[src/rtl/bus_master_arb.sv]
// Four-master round-robin bus arbiter: grants change one clk edge after the owner drops req_n.
// No preemption; s_* are a combinational mux of the owner's signals.
module bus_master_arb #(
  parameter int ADDR_W = 30,
  parameter int DATA_W = 32
) (
  input  logic              clk,
  input  logic              reset,
  input  logic              m0_req_n,
  input  logic              m1_req_n,
  input  logic              m2_req_n,
  input  logic              m3_req_n,
  output logic              m0_grnt_n,
  output logic              m1_grnt_n,
  output logic              m2_grnt_n,
  output logic              m3_grnt_n,
  input  logic [ADDR_W-1:0] m0_addr,
  input  logic [ADDR_W-1:0] m1_addr,
  input  logic [ADDR_W-1:0] m2_addr,
  input  logic [ADDR_W-1:0] m3_addr,
  input  logic              m0_as_n,
  input  logic              m1_as_n,
  input  logic              m2_as_n,
  input  logic              m3_as_n,
  input  logic              m0_rw,
  input  logic              m1_rw,
  input  logic              m2_rw,
  input  logic              m3_rw,
  input  logic [DATA_W-1:0] m0_wr_data,
  input  logic [DATA_W-1:0] m1_wr_data,
  input  logic [DATA_W-1:0] m2_wr_data,
  input  logic [DATA_W-1:0] m3_wr_data,
  output logic [ADDR_W-1:0] s_addr,
  output logic              s_as_n,
  output logic              s_rw,
  output logic [DATA_W-1:0] s_wr_data
);

  logic [1:0] owner;
  logic [1:0] owner_nxt;
  logic [3:0] req_n;
  logic [1:0] cand;
  logic       found;

  assign req_n = {m3_req_n, m2_req_n, m1_req_n, m0_req_n};

  // Search starts just past the owner, so the releasing master ranks last.
  always_comb begin
    owner_nxt = owner;
    cand      = owner;
    found     = 1'b0;
    if (req_n[owner]) begin
      for (int i = 1; i < 4; i++) begin
        cand = owner + 2'(i);
        if (!found && !req_n[cand]) begin
          owner_nxt = cand;
          found     = 1'b1;
        end
      end
    end
  end

  always_ff @(posedge clk or posedge reset) begin
    if (reset) owner <= 2'd0;
    else       owner <= owner_nxt;
  end

  assign m0_grnt_n = (owner != 2'd0);
  assign m1_grnt_n = (owner != 2'd1);
  assign m2_grnt_n = (owner != 2'd2);
  assign m3_grnt_n = (owner != 2'd3);

  // Only the owner's lane is selected, so non-owner X values never reach the bus.
  always_comb begin
    s_addr    = m0_addr;
    s_rw      = m0_rw;
    s_wr_data = m0_wr_data;
    s_as_n    = m0_as_n | m0_req_n;
    case (owner)
      2'd1: begin
        s_addr    = m1_addr;
        s_rw      = m1_rw;
        s_wr_data = m1_wr_data;
        s_as_n    = m1_as_n | m1_req_n;
      end
      2'd2: begin
        s_addr    = m2_addr;
        s_rw      = m2_rw;
        s_wr_data = m2_wr_data;
        s_as_n    = m2_as_n | m2_req_n;
      end
      2'd3: begin
        s_addr    = m3_addr;
        s_rw      = m3_rw;
        s_wr_data = m3_wr_data;
        s_as_n    = m3_as_n | m3_req_n;
      end
      default: ;
    endcase
  end

endmodule

[config.mk]
export PLATFORM = sky130hd
export DESIGN_NAME = bus_master_arb
export DESIGN_NICKNAME = d
export VERILOG_FILES = /design/src/rtl/bus_master_arb.sv
export SDC_FILE = /design/constraint.sdc
export NUM_CORES = 1
export LEC_CHECK = 0
export CAP_MARGIN = 20
export CELL_PAD_IN_SITES_DETAIL_PLACEMENT = 0
export CELL_PAD_IN_SITES_GLOBAL_PLACEMENT = 1
export CORE_AREA = 2 2 129 131
export CTS_CLUSTER_SIZE = 20
export DETAILED_ROUTE_END_ITERATION = 8
export DIE_AREA = 0 0 131 133
export PLACE_DENSITY = 0.8
export SYNTH_ARGS = -nofsm -noshare
export SYNTH_HDL_FRONTEND = slang
export SYNTH_SLANG_ARGS = --single-unit
[constraint.sdc]
create_clock -name clk -period 5.05 [get_ports clk]
set_clock_uncertainty 0.1 [all_clocks]
set_input_delay 0.7575 -clock clk [delete_from_list [all_inputs] [get_ports clk]]
set_output_delay 0.7575 -clock clk [all_outputs]
set_load 0.1 [all_outputs]
==> run summary, run 1 <==
Status: complete, no violations
Nets: 833
Multi-input gate area: 1560 µm²
FMAX: 0.267 GHz
Max reg flops: 2
Commonest non-fill, non-tap cell in the layout: clkdlybuf4s50_1
Max-slew violations: 0
Wire length of the first global-routing pass: 18800 µm
Most frequent cells in the layout: clkdlybuf4s50_1, inv_1, buf_4
# rows: 47
TritonRoute pass-1 iters: 9
Post-route minimum period: 3.74 ns
Unrepaired setup endpoints after global routing: no
Hold/Removal Path Class: input pin to async pin
Final global-route overflow total: 0
WL per Instance: 16.6 µm
Syn nets: 523
Clk slew on worst S/H paths: 0.03 ns
Setup Buffers After CTS: 0
Sequential area share after synthesis: 2.54%
Synth unique cells: 22
Worst-path fanout max: 33
Port bufs: 329
Final Wtd Congestion: 0.893
Largest net degree at the start of global routing: 34
Post-DRT Antenna Nets: 0
Clock Root Buffer: clkbuf_16
CP startpoint kind: flop
Num CTS Buffers: 3
N_diodes: 0
DRC violations left: 0
WL final: 13000 µm
Biggest regs: owner (2)
Filler cells: 1639
CP Capture Type: output pin
Largest Register: owner
Layout area overhead: 174%
Yosys warns: 0
Vias in the first global route: 3843
1st-iter DRT viols: 319
Storage cell area: 50.0 µm²
Initial antenna violation count: 0
Vias: 3581
Core Box Area: 16200 µm²
Clock sink count: 2
CTS H-tree lvls: 1
Total die area: 17400 µm²
Mean cell area of the mapped netlist: 7.70 µm²
Chip width: 131 µm
CTS Buffer Depth: 2
Max_slew headroom: 34.7%
Resize count post-CTS: 0
Mapped Cells: 256
Initial core utilization: 12.2%
Setup Crit Path Kind: flop to output pin
Max cap viols: 0
Total track usage: 13.3%
Final Cycle Share: 74.1%
Critical Path RT: 4.19 ns
Hold Buf Count CTS: 0
Arrival @ worst endpoint: 2.88 ns
Worst Max-Slew Pin Slew: 0.976 ns
I/O pins: 330
Endpoints failing setup: 0
CTS tree: yes
Setup TNS: 0 ns
Hold Violations, Final: 0
Synth Cell Area: 1970 µm²
Worst skew pair latency: 0.22 ns
#FFs+latches synth: 2
Layout cells sized above 1: 14.2%
Vert. Die Dim: 133 µm
DPL Wire Length: 10600 µm
Via density: 4.57
-- cell usage after synthesis --
cell type | count | share of area (%)
inv_1 | 71 | 14
mux2i_1 | 64 | 32
a222oi_1 | 63 | 32
clkbuf_1 | 15 | 2.9
buf_1 | 12 | 2.3
ha_1 | 5 | 3.2
mux4_2 | 3 | 3.4
nand3_1 | 3 | 0.76
o21ai_0 | 3 | 0.76
a21boi_1 | 2 | 0.76
a21oi_1 | 2 | 0.51
dfrtp_1 | 2 | 2.5
nor2_1 | 2 | 0.38
a31oi_1 | 1 | 0.32
buf_2 | 1 | 0.25
buf_6 | 1 | 0.57
mux2_2 | 1 | 0.57
mux4_1 | 1 | 1.3
nand2_1 | 1 | 0.19
nand2b_1 | 1 | 0.32
o221a_1 | 1 | 0.57
xnor2_1 | 1 | 0.44
-- worst paths after layout --
check	from	slack (ns)	depth (start not counted)	end
hold reg to reg	owner[1]	0.61	2	owner[1]
setup / recovery	owner[0]	1.31	6	s_wr_data[25]
setup reg to reg	owner[0]	2.74	6	owner[1]
min in group clk	owner[1]	0.61	2	owner[1]
hold / removal	reset	0.60	2	owner[1]
max in group asynchronous	reset	4.13	2	owner[0]
-- worst max-delay path, stage by stage, from the launching register on --
cell and delay, ns:
dfrtp_1 0.52, inv_1 0.25, ha_2 0.69, buf_4 0.47, a222oi_1 0.15, mux2i_1 0.22, buf_4 0.33
-- cells by family after synthesis --
| group | after synthesis | share of synthesized area [%] |
|---|---|---|
| multiplexers | 69 | 37.8 |
| adder cells (fa/ha/maj) | 5 | 3.17 |
| AO/OA/AOI/OAI | 72 | 34.9 |
| flip-flops | 2 | 2.54 |
| AND/OR/NAND/NOR | 7 | 1.65 |
| buffers and inverters | 100 | 19.5 |
| XOR/XNOR | 1 | 0.444 |
-- cell type report --
cell class,count,area share (%)
Clock buffer,3,1.39
Inverter,71,4.94
Multi-Input combinational cell,154,28.9
Sequential cell,2,0.928
Tap cell,220,5.10
Timing Repair Buffer,334,58.8
-- metrics by stage --
stage	std cells	utilization [%]	cell area, µm²	hold slack [ns]	setup WS, ns
after floorplan	256	-	1970	0.399	1.04
after detailed placement	781	32.9	5320	0.592	1.48
after global routing	784	33.4	5400	0.633	1.14
after global placement	781	32.9	5320	0.557	1.57
final	784	33.4	5400	0.603	1.31
after CTS	784	33.4	5400	0.602	1.23
-- metal layers --
metal  global-route usage (%)  part of all wire, %  up-vias
li1                         -                    -     1633
met1                     13.4                   34     1664
met2                     26.7                   52      260
met3                     2.79                   11       24
met4                     3.78                  2.2        0
met5                        0                    0        -
Power of run 1 is left out: the tool's default activity adds up to more than one toggle a clock period on the data nets, which glitch-free logic cannot reach.
==> run 2, diff against run 1 <==
Settings changed: CORE_AREA 2 2 129 131 to unset, CORE_ASPECT_RATIO set to 0.8, CORE_MARGIN set to 2, CORE_UTILIZATION set to 11, DIE_AREA 0 0 131 133 to unset, PLACE_DENSITY 0.8 to 0.75.
Clock period 5.05 ns to 3.1 ns, I/O delays scaled along.
==> run 2 against run 1 <==
Critical path depth stayed put. Register-to-register slack worse by 1.8 ns. Sequential cell count did not move. Wire length is 11% higher. The flow now finishes with violations (design-rule violations). Count of clock-buffer cells in the layout is the same. Global-route usage is 0.61 points higher. Via count increased by 1.2%. Critical endpoint is now s_wr_data[7]. Highest routed layer unchanged. Non-clock buffer count grew 5. Critical path type unchanged.
==> run summary, run 2 (synthesis gave the netlist of run 1 again) <==
Critical Path RT: 2.53 ns (-1.66 ns)
DRC violations left: 28 (+28)
TritonRoute pass-1 iters: 9 (unchanged)
Vias: 3625 (+1.2%)
Worst Max-Slew Pin Slew: 0.537 ns (-0.439 ns)
Max cap viols: 0 (unchanged)
Worst-path cell chain: inv_1 -> ha_2 -> buf_4 -> a222oi_1 -> mux2i_4 -> buf_12
Clock Root Buffer: clkbuf_16
Worst slack, placed: 0.527 ns (-0.955 ns)
Met1 GRT Util: 16.3% (+2.9 points)
Status: finished with violations
Critical Path Max Stage Delay: 0.51 ns (-0.18 ns)
Final Wtd Congestion: 0.903 (+1.1%)
Hold/Removal Path Class: input pin to async pin
Post-DRT Antenna Nets: 0 (unchanged)
Vias in the first global route: 3818 (-0.65%)
Worst skew pair latency: 0.22 ns (about the same)
Setup ws final: 0.262 ns (-1.05 ns)
Num CTS Buffers: 3 (unchanged)
Max-slew violations: 0 (unchanged)
Vert. Die Dim: 124 µm (-7.0%)
Cell count after placement: 791 (+1.3%)
Most used routing layer: met2
# rows: 43 (-8.5%)
Slowest CP cell: a222oi_1
CTS Buffer Depth: 2 (unchanged)
Unrepaired setup endpoints after global routing: no
Arrival @ worst endpoint: 2.27 ns (-0.61 ns)
Hold WS: 0.306 ns (-0.297 ns)
Setup Buffers After CTS: 0 (unchanged)
1st-iter DRT viols: 461 (+45%)
Core Box Area: 17400 µm² (+7.8%)
CP Capture Type: output pin
Initial core utilization: 11.3% (-0.88 points)
Max reg flops: 2 (unchanged)
Post-Layout Cell Count: 794 (+1.3%)
Hold Violations, Final: 0 (unchanged)
Wire length of the first global-routing pass: 21200 µm (+13%)
Chip width: 154 µm (+17%)
WL per Instance: 18.2 µm (+9.7%)
Initial antenna violation count: 0 (unchanged)
Via density: 4.57 (about the same)
Total track usage: 14.0% (+0.61 points)
Filler cells: 1666 (+1.6%)
CP startpoint kind: flop
Setup TNS: 0 ns (unchanged)
Failing checks: design-rule violations
Most frequent cells in the layout: clkdlybuf4s50_1, inv_1, buf_12
Largest net degree at the start of global routing: 48 (+41%)
Endpoints failing setup: 0 (unchanged)
CTS tree: yes
Resize count post-CTS: 0 (unchanged)
I/O pins: 330 (unchanged)
N_diodes: 0 (unchanged)
Reg2reg path depth: 6 (unchanged)
Port bufs: 329 (unchanged)
CTS H-tree lvls: 1 (unchanged)
FMAX: 0.352 GHz
Post-route minimum period: 2.84 ns
WL final: 14500 µm (+11%)
Max_slew headroom: 64.2% (+29 points)
Total die area: 19000 µm² (+9.2%)
Clock sink count: 2 (unchanged)
Biggest regs: owner (2)
Worst-path fanout max: 21 (-36%)
Layout cells sized above 1: 25.1% (+11 points)
Final Cycle Share: 91.6%
Final global-route overflow total: 0 (unchanged)
Nets: 838 (+0.60%)
Setup Crit Path Kind: flop to output pin
Clk slew on worst S/H paths: 0.03 ns (about the same)
Commonest non-fill, non-tap cell in the layout: clkdlybuf4s50_1
M2 GR Usage: 26.5% (-0.21 points)
Largest Register: owner
Met3 Use GR: 3.34% (+0.55 points)
DPL Wire Length: 12000 µm (+13%)
Hold Buf Count CTS: 0 (unchanged)
Layout area overhead: 251%
-- run 2: changes by cell type in the layout (fill, tap and decap cells not counted) --
cell	change
buf_12	+69
buf_4	-60
mux2i_1	-53
mux2i_4	+47
mux2i_2	+6
clkdlybuf4s50_1	-4
a21oi_1	-1
a21oi_4	+1
-- run 2: worst paths after layout --
path	start	endpoint	slack, ns
worst min-delay path	reset	owner[1]	0.31
min in group clk	owner[1]	owner[1]	0.66
worst min register to register	owner[1]	owner[1]	0.66
worst max-delay path	owner[0]	s_wr_data[7]	0.26
worst max register to register	owner[1]	owner[1]	0.95
max in group asynchronous	reset	owner[0]	2.48
-- run 2: critical path: cells and delay by family, from the launching register on --
| kind | cells | cell delay (ns) |
|---|---|---|
| adder cells (fa/ha/maj) | 1 | 0.33 |
| flip-flops | 1 | 0.42 |
| multiplexers | 1 | 0.15 |
| AO/OA/AOI/OAI | 1 | 0.51 |
| buffers and inverters | 3 | 0.63 |
-- run 2: area by class of cell --
| type | count | area (µm²) | area share (%) |
|---|---|---|---|
| multi-input cells | 154 | 2180 | 31.5 |
| well taps | 225 | 282 | 4.07 |
| repair buffers | 339 | 4060 | 58.7 |
| flip-flops and latches | 2 | 50.0 | 0.724 |
| clock buffers | 3 | 75.1 | 1.09 |
| inverters | 71 | 267 | 3.85 |
-- run 2: through the flow --
stage	utilization (%)	cell area, µm²
after detailed placement	39.2	6840
after global placement	39.2	6840
after CTS	39.7	6910
final	39.7	6910
after global routing	39.7	6910
after floorplan	-	2630
-- run 2: routing by layer --
layer | up-vias | part of all wire, %
met1 | 1735 | 37
met5 | - | 0
li1 | 1657 | -
met4 | 0 | 1.2
met3 | 17 | 8.9
met2 | 216 | 53
Power of run 2 is left out for the same reason.
